### src/rtl/ex_mem_stage_buf.sv
// ex_mem_stage_buf: elastic pipeline stage register with valid/ready handshake
// and a two-entry (main + skid) buffer. It is used at the EX/MEM boundary and at
// any other stage boundary.
//
// - out_valid, out_ctrl and out_data come straight from registers.
// - in_ready is decoded from the registered state only. No combinational path
//   runs from out_ready to in_ready.
// - flush kills every held entry. It clears the control payload, so RegWrite,
//   MemRead and MemWrite cannot leak into the next stage.
//
// Optional feature: define EX_MEM_STAGE_STALL_CNT_EN to build a saturating
// counter of stalled output cycles on stall_cnt. When the macro is not defined,
// stall_cnt is tied to zero and the port is kept.

module ex_mem_stage_buf #(
    parameter int DATA_W = 96,
    parameter int CTRL_W = 16,
    parameter int CNT_W  = 16
) (
    input  logic              clk,
    input  logic              reset,
    input  logic              flush,
    input  logic              in_valid,
    output logic              in_ready,
    input  logic [CTRL_W-1:0] in_ctrl,
    input  logic [DATA_W-1:0] in_data,
    output logic              out_valid,
    input  logic              out_ready,
    output logic [CTRL_W-1:0] out_ctrl,
    output logic [DATA_W-1:0] out_data,
    output logic [CNT_W-1:0]  stall_cnt
);

    // Bit 0 is the main-entry valid bit and bit 1 is the skid-entry valid bit.
    typedef enum logic [1:0] {
        ST_EMPTY = 2'b00,
        ST_FULL  = 2'b01,
        ST_SKID  = 2'b11
    } state_t;

    state_t            state_r;
    state_t            state_nxt_s;
    logic [CTRL_W-1:0] main_ctrl_r;
    logic [CTRL_W-1:0] main_ctrl_nxt_s;
    logic [DATA_W-1:0] main_data_r;
    logic [DATA_W-1:0] main_data_nxt_s;
    logic [CTRL_W-1:0] skid_ctrl_r;
    logic [CTRL_W-1:0] skid_ctrl_nxt_s;
    logic [DATA_W-1:0] skid_data_r;
    logic [DATA_W-1:0] skid_data_nxt_s;
    logic              accept_s;
    logic              drain_s;

    assign in_ready  = (state_r != ST_SKID);
    assign out_valid = (state_r != ST_EMPTY);
    assign out_ctrl  = main_ctrl_r;
    assign out_data  = main_data_r;

    assign accept_s  = in_valid & in_ready;
    assign drain_s   = out_valid & out_ready;

    // Next-state and payload steering. flush overrides every handshake event.
    always_comb begin
        state_nxt_s     = state_r;
        main_ctrl_nxt_s = main_ctrl_r;
        main_data_nxt_s = main_data_r;
        skid_ctrl_nxt_s = skid_ctrl_r;
        skid_data_nxt_s = skid_data_r;
        if (flush) begin
            // Kill both entries. Any input offered in this cycle is dropped.
            state_nxt_s     = ST_EMPTY;
            main_ctrl_nxt_s = {CTRL_W{1'b0}};
            skid_ctrl_nxt_s = {CTRL_W{1'b0}};
        end else begin
            case (state_r)
                ST_EMPTY: begin
                    if (accept_s) begin
                        state_nxt_s     = ST_FULL;
                        main_ctrl_nxt_s = in_ctrl;
                        main_data_nxt_s = in_data;
                    end else begin
                        state_nxt_s     = ST_EMPTY;
                    end
                end
                ST_FULL: begin
                    if (drain_s && accept_s) begin
                        state_nxt_s     = ST_FULL;
                        main_ctrl_nxt_s = in_ctrl;
                        main_data_nxt_s = in_data;
                    end else if (drain_s) begin
                        // A bubble follows, so its control bits must read zero.
                        // The data bits keep their last value.
                        state_nxt_s     = ST_EMPTY;
                        main_ctrl_nxt_s = {CTRL_W{1'b0}};
                    end else if (accept_s) begin
                        state_nxt_s     = ST_SKID;
                        skid_ctrl_nxt_s = in_ctrl;
                        skid_data_nxt_s = in_data;
                    end else begin
                        state_nxt_s     = ST_FULL;
                    end
                end
                ST_SKID: begin
                    if (drain_s) begin
                        state_nxt_s     = ST_FULL;
                        main_ctrl_nxt_s = skid_ctrl_r;
                        main_data_nxt_s = skid_data_r;
                        skid_ctrl_nxt_s = {CTRL_W{1'b0}};
                    end else begin
                        state_nxt_s     = ST_SKID;
                    end
                end
                default: begin
                    // An unreachable encoding recovers to a clean, empty stage.
                    state_nxt_s     = ST_EMPTY;
                    main_ctrl_nxt_s = {CTRL_W{1'b0}};
                    skid_ctrl_nxt_s = {CTRL_W{1'b0}};
                end
            endcase
        end
    end

    // State and payload registers, cleared asynchronously by reset.
    always_ff @(posedge clk or posedge reset) begin
        if (reset) begin
            state_r     <= ST_EMPTY;
            main_ctrl_r <= {CTRL_W{1'b0}};
            main_data_r <= {DATA_W{1'b0}};
            skid_ctrl_r <= {CTRL_W{1'b0}};
            skid_data_r <= {DATA_W{1'b0}};
        end else begin
            state_r     <= state_nxt_s;
            main_ctrl_r <= main_ctrl_nxt_s;
            main_data_r <= main_data_nxt_s;
            skid_ctrl_r <= skid_ctrl_nxt_s;
            skid_data_r <= skid_data_nxt_s;
        end
    end

`ifdef EX_MEM_STAGE_STALL_CNT_EN
    logic [CNT_W-1:0] stall_cnt_r;

    // Count cycles where a valid output is blocked downstream. The count
    // saturates, and only reset clears it.
    always_ff @(posedge clk or posedge reset) begin
        if (reset) begin
            stall_cnt_r <= {CNT_W{1'b0}};
        end else if (out_valid && !out_ready && !flush &&
                     (stall_cnt_r != {CNT_W{1'b1}})) begin
            stall_cnt_r <= stall_cnt_r + CNT_W'(1);
        end else begin
            stall_cnt_r <= stall_cnt_r;
        end
    end

    assign stall_cnt = stall_cnt_r;
`else
    assign stall_cnt = {CNT_W{1'b0}};
`endif

endmodule

### config.mk
export PLATFORM = sky130hd
export DESIGN_NAME = ex_mem_stage_buf
export DESIGN_NICKNAME = d
export VERILOG_FILES = /design/src/rtl/ex_mem_stage_buf.sv
export SDC_FILE = /design/constraint.sdc
export NUM_CORES = 1
export LEC_CHECK = 0
export CAP_MARGIN = 40
export CORE_MARGIN = 2
export CORE_UTILIZATION = 49
export CTS_CLUSTER_DIAMETER = 150
export DETAILED_ROUTE_END_ITERATION = 6
export PLACE_DENSITY = 0.78
export SYNTH_ARGS = -nofsm -noshare
export SYNTH_HDL_FRONTEND = slang
export SYNTH_SLANG_ARGS = --single-unit
### constraint.sdc
create_clock -name clk -period 9.4 [get_ports clk]
set_input_delay 1.41 -clock clk [delete_from_list [all_inputs] [get_ports clk]]
set_output_delay 1.41 -clock clk [all_outputs]
set_load 0.05 [all_outputs]
; Yosys cells after proc, flatten, opt, wreduce, memory -nomap -nowiden
; Index checks and enable logic that the tools add are counted.
[word_totals]
word_cells = 52
inputBits = 117
regBits = 226
[op_classes]
n_eq_ne = 13
n_reduce_logical = 8
bitwise_logic = 5
n_mux = 21
[op_table]
columns = op, n
row1 = two-way mux 96 bit, 3
row2 = one-hot mux 96 bit (3 select lines), 1
row3 = two-way mux 16 bit, 8
row4 = one-hot mux 16 bit (3 select lines), 2
row5 = != test 3 bit (second input constant), 5
row6 = AND reduction 5 bit, 3
row7 = two-way mux 2 bit, 5
row8 = != test 2 bit (second input constant), 5
row9 = one-hot mux 2 bit (3 select lines), 1
row10 = != test 4 bit (second input constant), 1
row11 = inverter 1 bit, 3
row12 = AND reduction 3 bit, 1
row13 = nonzero test 3 bit, 1
row14 = AND 1 bit, 2
row15 = == test 2 x 1 -> 1 bit (second input constant), 1
row16 = == test 2 bit (second input constant), 1
row17 = logical NOT 2 bit, 1
row18 = nonzero test 2 bit, 1
row19 = logical AND 1 bit, 1
row20 = two-way mux 1 bit, 1

; Longest topological paths before layout
; Gate-level depths: netlist (run 1).
[depth]
word_depth = 7
mapped_depth = 7
ltp_nobuf = 4

; Worst setup path before layout (run 1)
; Ideal clock, no wire load.
[synth_path]
path_type = input-to-reg
startpoint = input port flush
endpoint = register skid_data_r[0]
n_path_buf = 3
required_ns = 9.275
path_slack_ns = 6.623
arrival_time_ns = 2.652
path_stages = 5
setup_ns = 0.125
cell_sequence = clkbuf_1 -> nor3_1 -> buf_2 -> buf_2 -> mux2_2
[synth_via]
elab_chain_len = 2
[synth_rtl]
columns = item, line_no
row1 = "start, declared", 22  ; input logic flush,
row2 = inverter 1 bit (no line), --
row3 = AND reduction 5 bit (no line), --
row4 = "end signal, assigned", 130  ; skid_data_r <= {DATA_W{1'b0}};
row5 = "end signal, assigned", 136  ; skid_data_r <= skid_data_nxt_s;
row6 = "end, declared", 49  ; logic [DATA_W-1:0] skid_data_r;
; Every way passes these cells.
; A chain may end at the register's enable or synchronous reset.

; Worst setup path in the final report (run 1)
[layout_path]
startpoint = register state_r[1]
endpoint = output port in_ready
[layout_via]
elab_chain_len = 1
[layout_rtl]
columns = item, line_no
row1 = "start, declared", 41  ; state_t state_r;
row2 = "start signal, assigned", 132  ; state_r <= state_nxt_s;
row3 = != test 2 bit, 54  ; assign in_ready = (state_r != ST_SKID);
row4 = "end, declared", 24  ; output logic in_ready,
; Every way passes these cells.

==> metrics.txt, run 1 <==
outcome=complete, no violations; Hold-fix buffers, CTS=0; Synth Area in Compound Gates=0.0522; Max Fclk=approximately 240 MHz; synthesized flop and latch total=roughly 230; Seq pwr share=0.419; endpoints failing hold=0; Post-Syn Area=between 9000 and 10000 sq um; DRC violations left=0; root buffer cell=clkbuf_16; GR Overflow Total=0; largest fanout on the critical path=29; Required @ worst endpoint=7.99 ns; final cycle utilization of the critical path=0.448; Setup Viol. Count Final=0; HP Class=register to register; clock share of power=0.306; CTS tree=yes; number of H-tree levels=1; Internal=2.09 mW; Register Area=5660 sq um; antenna violations before repair=0; total vias in the final route=roughly 6200; via count of the first global-routing pass=around 7000; HPWL after DPL=15.3 mm; Synth Area in Adders=0; post-synthesis sequential area ratio=0.576; Total Power=approximately 3.0 mW; Reg clk slew, reported paths=0.06 ns; slew margin rel.=0.498; die area=between 20000 and 25000 sq um; Critical Path Source Type=register; Post-Syn Area per Cell=15.3 sq um; Post-Synthesis Cells=643; final slew viol count=0; Logic pwr share=0.274; Die Y=146 microns; post-DR wirelength/cell=19.4 microns; Final min period=4.21 ns; clock sink count=226; Site Rows=51; Synth area leader=dfrtp_1; static leakage=5.49 nW; Synth cell types=27; largest family of logic cells by synthesized area=multiplexers; Max Cap Violations=0; Routability Congestion=0.802; Pre-antenna DRT Iters=4; Synth Area in Simple Gates=0.00726; fillers=1368; arrival time worst endpoint=2.80 ns; core area=19600 sq um; share of cells above drive strength 1=0.385; port bufs=230; cell area after layout=13200 sq um; largest net degree at the start of global routing=123; CP Class=register to output port; Pwr Density=~230 nW/um^2; Post CTS Setup Buffer Count=0; Top-Level Pins=247; Fin Setup TNS=0 ns; initial DRC count=approximately 250; Area Overhead vs Synth=34.0%; placed instance area=12400 sq um; starting density of the core=0.502; top-area cell type share of the netlist area=0.576; Die Wd=around 150 microns; Slew @ Worst Pin=0.753 ns; CTS resizes=0; GRT Util Overall=0.211; P_sw=0.953 mW; NumNets Final=985; post-route ant nets=0; DRT Wirelength=22.3 mm; Synth warnings=0; utilization after layout=0.672; Clock Tree Buf Depth=3; CTS buffer count=23; area of the multi-input gates=3890 sq um; global-route wire length before repair=36.7 mm; worst vdd ir=roughly 0.17 mV; RSZ-0062 raised after global routing=false; Diodes inserted=0; Clock Skew=0.00859 ns; Setup crit end kind=output port; Area contributors post-synth=dfrtp_1 (58%), mux2_2 (33%), a22o_1 (2.9%), a32o_1 (1.6%), buf_4 (1.6%); xor/xnor cell area share of the yosys netlist=0; Via density=5.42; Clock Latency Late Sink=0.50 ns; switching part of the total power=0.313; mux contribution to synthesized area=0.330
[power groups by stage]
stage                     sequential, mW  clock [mW]  combinational (mW)
after floorplan                     1.56           0               0.263
after global placement              1.28           0               0.815
after global routing                1.30       0.998               0.876
after CTS                           1.28       0.954               0.844
final                               1.28       0.933               0.836
after detailed placement            1.29           0               0.841
[registers in the layout, indices dropped and copies added (netlist names)]
signal / cells
skid_data_r: 96
out_ctrl: 16
out_data: 96
skid_ctrl_r: 16
state_r: 2
[layer usage]
layer  share of wire  GRT usage  vias up  routed length (microns)
met2            0.50      0.353      239                    11100
met4           0.020     0.0495        0                      451
met3           0.076     0.0577       39                     1700
met5               0          0        -                        0
met1            0.41      0.276     3196                     9060
li1                -          -     2764                        -
[worst paths after layout]
check	from	to	slack (ns)	cells past startpoint
max reg2reg	state_r[1]	skid_data_r[73]	6.60	5
min reg2reg	out_data[86]	out_data[86]	0.49	1
min	out_data[86]	out_data[86]	0.49	1
max	state_r[1]	in_ready	5.19	3
max in group asynchronous	reset	skid_data_r[27]	6.65	5
min in group asynchronous	reset	out_data[48]	1.23	2
[synthesized netlist by cell type]
library cell	instances
or3b_2	1
a2111oi_4	1
buf_1	1
mux2_2	285
nor2b_1	1
a211oi_2	1
buf_4	21
inv_2	1
nor3_1	2
a21o_1	1
or3_1	1
mux2_1	3
conb_1	1
buf_2	26
a21oi_1	3
nor4bb_1	1
inv_1	2
nand2b_1	2
a21bo_1	1
clkinv_1	1
nand2_1	2
clkbuf_1	9
nor2_1	1
a22o_1	32
a32o_1	16
and2_1	1
dfrtp_1	226
[cell type report]
cell class,count,share of cell area
tap,265,0.0252
clock buffer,39,0.0566
clock inverter,3,0.00333
multi-input combinational,371,0.296
timing repair buffer,242,0.188
sequential,226,0.430
inverter,4,0.00171
[kinds of logic after synthesis]
group                  Yosys count
AND/OR/NAND/NOR                 12
flip-flops                     226
AO/OA/AOI/OAI                   55
multiplexers                   288
other                            1
buffers and inverters           61
[layout by cell type (no fill, tap or decap), types with 2 or more instances in the layout]
cell type        instances
mux2_2                 285
conb_1                  16
a21oi_1                  3
a32o_1                  16
nand2_1                  2
a22o_1                  32
clkbuf_16               23
mux2_1                   3
dfrtp_1                226
nand2b_1                 2
buf_4                    8
clkbuf_1                 5
clkdlybuf4s50_1        230
clkbuf_8                11
buf_16                   4
[worst max-delay path: stages, from the launching register on]
cell,delay [ns]
dfrtp_1,0.49
and2_4,0.32
inv_2,0.53
clkdlybuf4s50_1,0.93
[metrics by stage]
stage          setup slack (ns)  instances  hold slack (ns)
2_1_floorplan              1.80        658            0.466
3_3_place_gp               5.11       1101            0.470
3_5_place_dp               5.12       1108            0.482
4_1_cts                    5.19       1150            0.501
5_1_grt                    5.08       1150            0.518
6_report                   5.19       1150            0.492
Note: power is estimated with default switching activity, not from simulation.
==> inputs of run 2 (changes only) <==
- clock period: 9.4 -> 3.99 ns (I/O delays scaled with it)
==> run 2 against run 1 <==
Critical path depth did not move. Die area unchanged. Total power rose by 130%.
==> metrics.txt, run 2 (same netlist as run 1, synthesis figures left out) <==
share of cells above drive strength 1=0.386 (+0.000614); post-route ant nets=0 (unchanged); Slew @ Worst Pin=0.867 ns (+0.114 ns); Reg clk slew, reported paths=0.06 ns (about the same); CTS tree=yes; clock share of power=0.305 (about the same); Max Fclk=313 MHz; NumNets Final=985 (unchanged); final cycle utilization of the critical path=0.800; final slew viol count=0 (unchanged); slew margin rel.=0.422 (-0.0762); GR Overflow Total=0 (unchanged); Seq pwr share=0.418 (about the same); Clock Skew=0.00851 ns (-0.0000804 ns); DRC violations left=0 (unchanged); Site Rows=51 (unchanged); clock sink count=226 (unchanged); starting density of the core=0.502 (unchanged); Die Wd=146 microns (unchanged); Area Overhead vs Synth=33.4%; Top-Level Pins=247 (unchanged); fillers=1400 (+2.3%); most frequent cells in the layout=mux2_2 (285), clkdlybuf4s50_1 (230), dfrtp_1 (226); DRT Wirelength=22.3 mm (about the same); via count of the first global-routing pass=6792 (-0.72%); Diodes inserted=0 (unchanged); switching part of the total power=0.314 (+0.000677); Logic pwr share=0.277 (+0.003); Internal=4.90 mW (+130%); fin cells=1146 (-0.35%); Via density=5.42 (about the same); Die Y=146 microns (unchanged); commonest non-fill, non-tap cell in the layout=mux2_2; outcome=complete, no violations; GRT Util Overall=0.211 (+0.000301); P_sw=2.24 mW (+140%); core area=19600 sq um (unchanged); CTS buffer count=25 (+8.7%); HP Class=register to register; Clock Tree Buf Depth=3 (unchanged); Crit-path slowest cell=clkdlybuf4s50_1; HPWL after DPL=14.9 mm (-2.4%); endpoints failing hold=0 (unchanged); CP Class=register to output port; total vias in the final route=6214 (-0.38%); antenna violations before repair=0 (unchanged); root buffer cell=clkbuf_16; arrival time worst endpoint=2.59 ns (-0.21 ns); static leakage=5.46 nW (-0.59%); Hold-fix buffers, CTS=0 (unchanged); number of H-tree levels=1 (unchanged); Max Cap Violations=0 (unchanged); Clock Latency Late Sink=0.50 ns (about the same); initial DRC count=229 (-7.7%); Fin Setup TNS=0 ns (unchanged); worst vdd ir=0.361 mV (+120%); global-route wire length before repair=36.7 mm (about the same); Setup Viol. Count Final=0 (unchanged); Routability Congestion=0.780 (-2.7%); crit path cell chain=clkinv_1, nand2_1, clkdlybuf4s50_1; post-DR wirelength/cell=19.5 microns (+0.37%); Post CTS Setup Buffer Count=0 (unchanged); Required @ worst endpoint=3.39 ns (-4.60 ns); CTS resizes=0 (unchanged); Pwr Density=545 nW/um^2 (+140%); port bufs=230 (unchanged); RSZ-0062 raised after global routing=false; Inst Count DP=1106 (-0.18%); Setup crit end kind=output port; Final min period=3.19 ns; slowest cell delay on critical path=0.82 ns (-0.11 ns); Pre-antenna DRT Iters=4 (unchanged); die area=21200 sq um (unchanged); largest net degree at the start of global routing=117 (-4.9%); Critical Path Source Type=register; largest fanout on the critical path=18 (-38%)
==> run 2: through the flow <==
step           power [mW]  hold WS (ns)  setup slack, ns  cell area, sq um   util
6_report             7.14         0.493            0.800             13100  0.669
5_1_grt              7.46         0.505            0.666             13100  0.669
4_1_cts              7.22         0.498            0.798             13100  0.669
3_5_place_dp         5.02         0.481             1.25             12300  0.629
3_3_place_gp         4.92         0.469             1.30             12300  0.629
2_1_floorplan        4.29         0.466            0.439              9890      -
==> run 2: worst max-delay path, delay by kind of cell, from the launching register on <==
family | cells | cell delay, ns
and+or+nand+nor | 1 | 0.20
DFF | 1 | 0.52
buffers and inverters | 2 | 1.36
==> run 2: area by class of cell <==
cell class / instances / area, sq um / share of cell area
Clock buffer: 33 / 716 / 0.0546
Clock inverter: 7 / 62.6 / 0.00477
Inverter: 4 / 18.8 / 0.00143
Multi-Input combinational cell: 371 / 3890 / 0.297
Sequential cell: 226 / 5660 / 0.431
Tap cell: 265 / 332 / 0.0253
Timing Repair Buffer: 240 / 2430 / 0.185
==> run 2: worst paths after layout <==
kind                       cells after the start  slack (ns)         endpoint          from
hold reg to reg                                1        0.49     out_data[86]  out_data[86]
setup / recovery                               3        0.80        out_valid    state_r[1]
max in group asynchronous                      3        2.83  skid_data_r[11]         reset
hold / removal                                 1        0.49     out_data[86]  out_data[86]
min in group asynchronous                      3        0.64     out_data[58]         reset
setup reg to reg                               4        1.43     out_data[64]    state_r[1]
==> run 2: power by group through the flow <==
stage / Combinational, mW / Sequential (mW) / Clock, mW
floorplan: 0.619 / 3.67 / 0
global placement: 1.94 / 2.98 / 0
detailed placement: 1.99 / 3.02 / 0
CTS: 2.00 / 2.99 / 2.23
global route: 2.08 / 3.04 / 2.34
finish: 1.98 / 2.99 / 2.18
==> run 2: routing by layer <==
metal	vias to the layer above	global-route usage	wire, microns	share of wire
met5	-	0	0	0
met4	0	0.0608	545	0.024
met3	43	0.0661	1900	0.085
met2	233	0.360	11200	0.50
met1	3172	0.261	8740	0.39
li1	2766	-	-	-
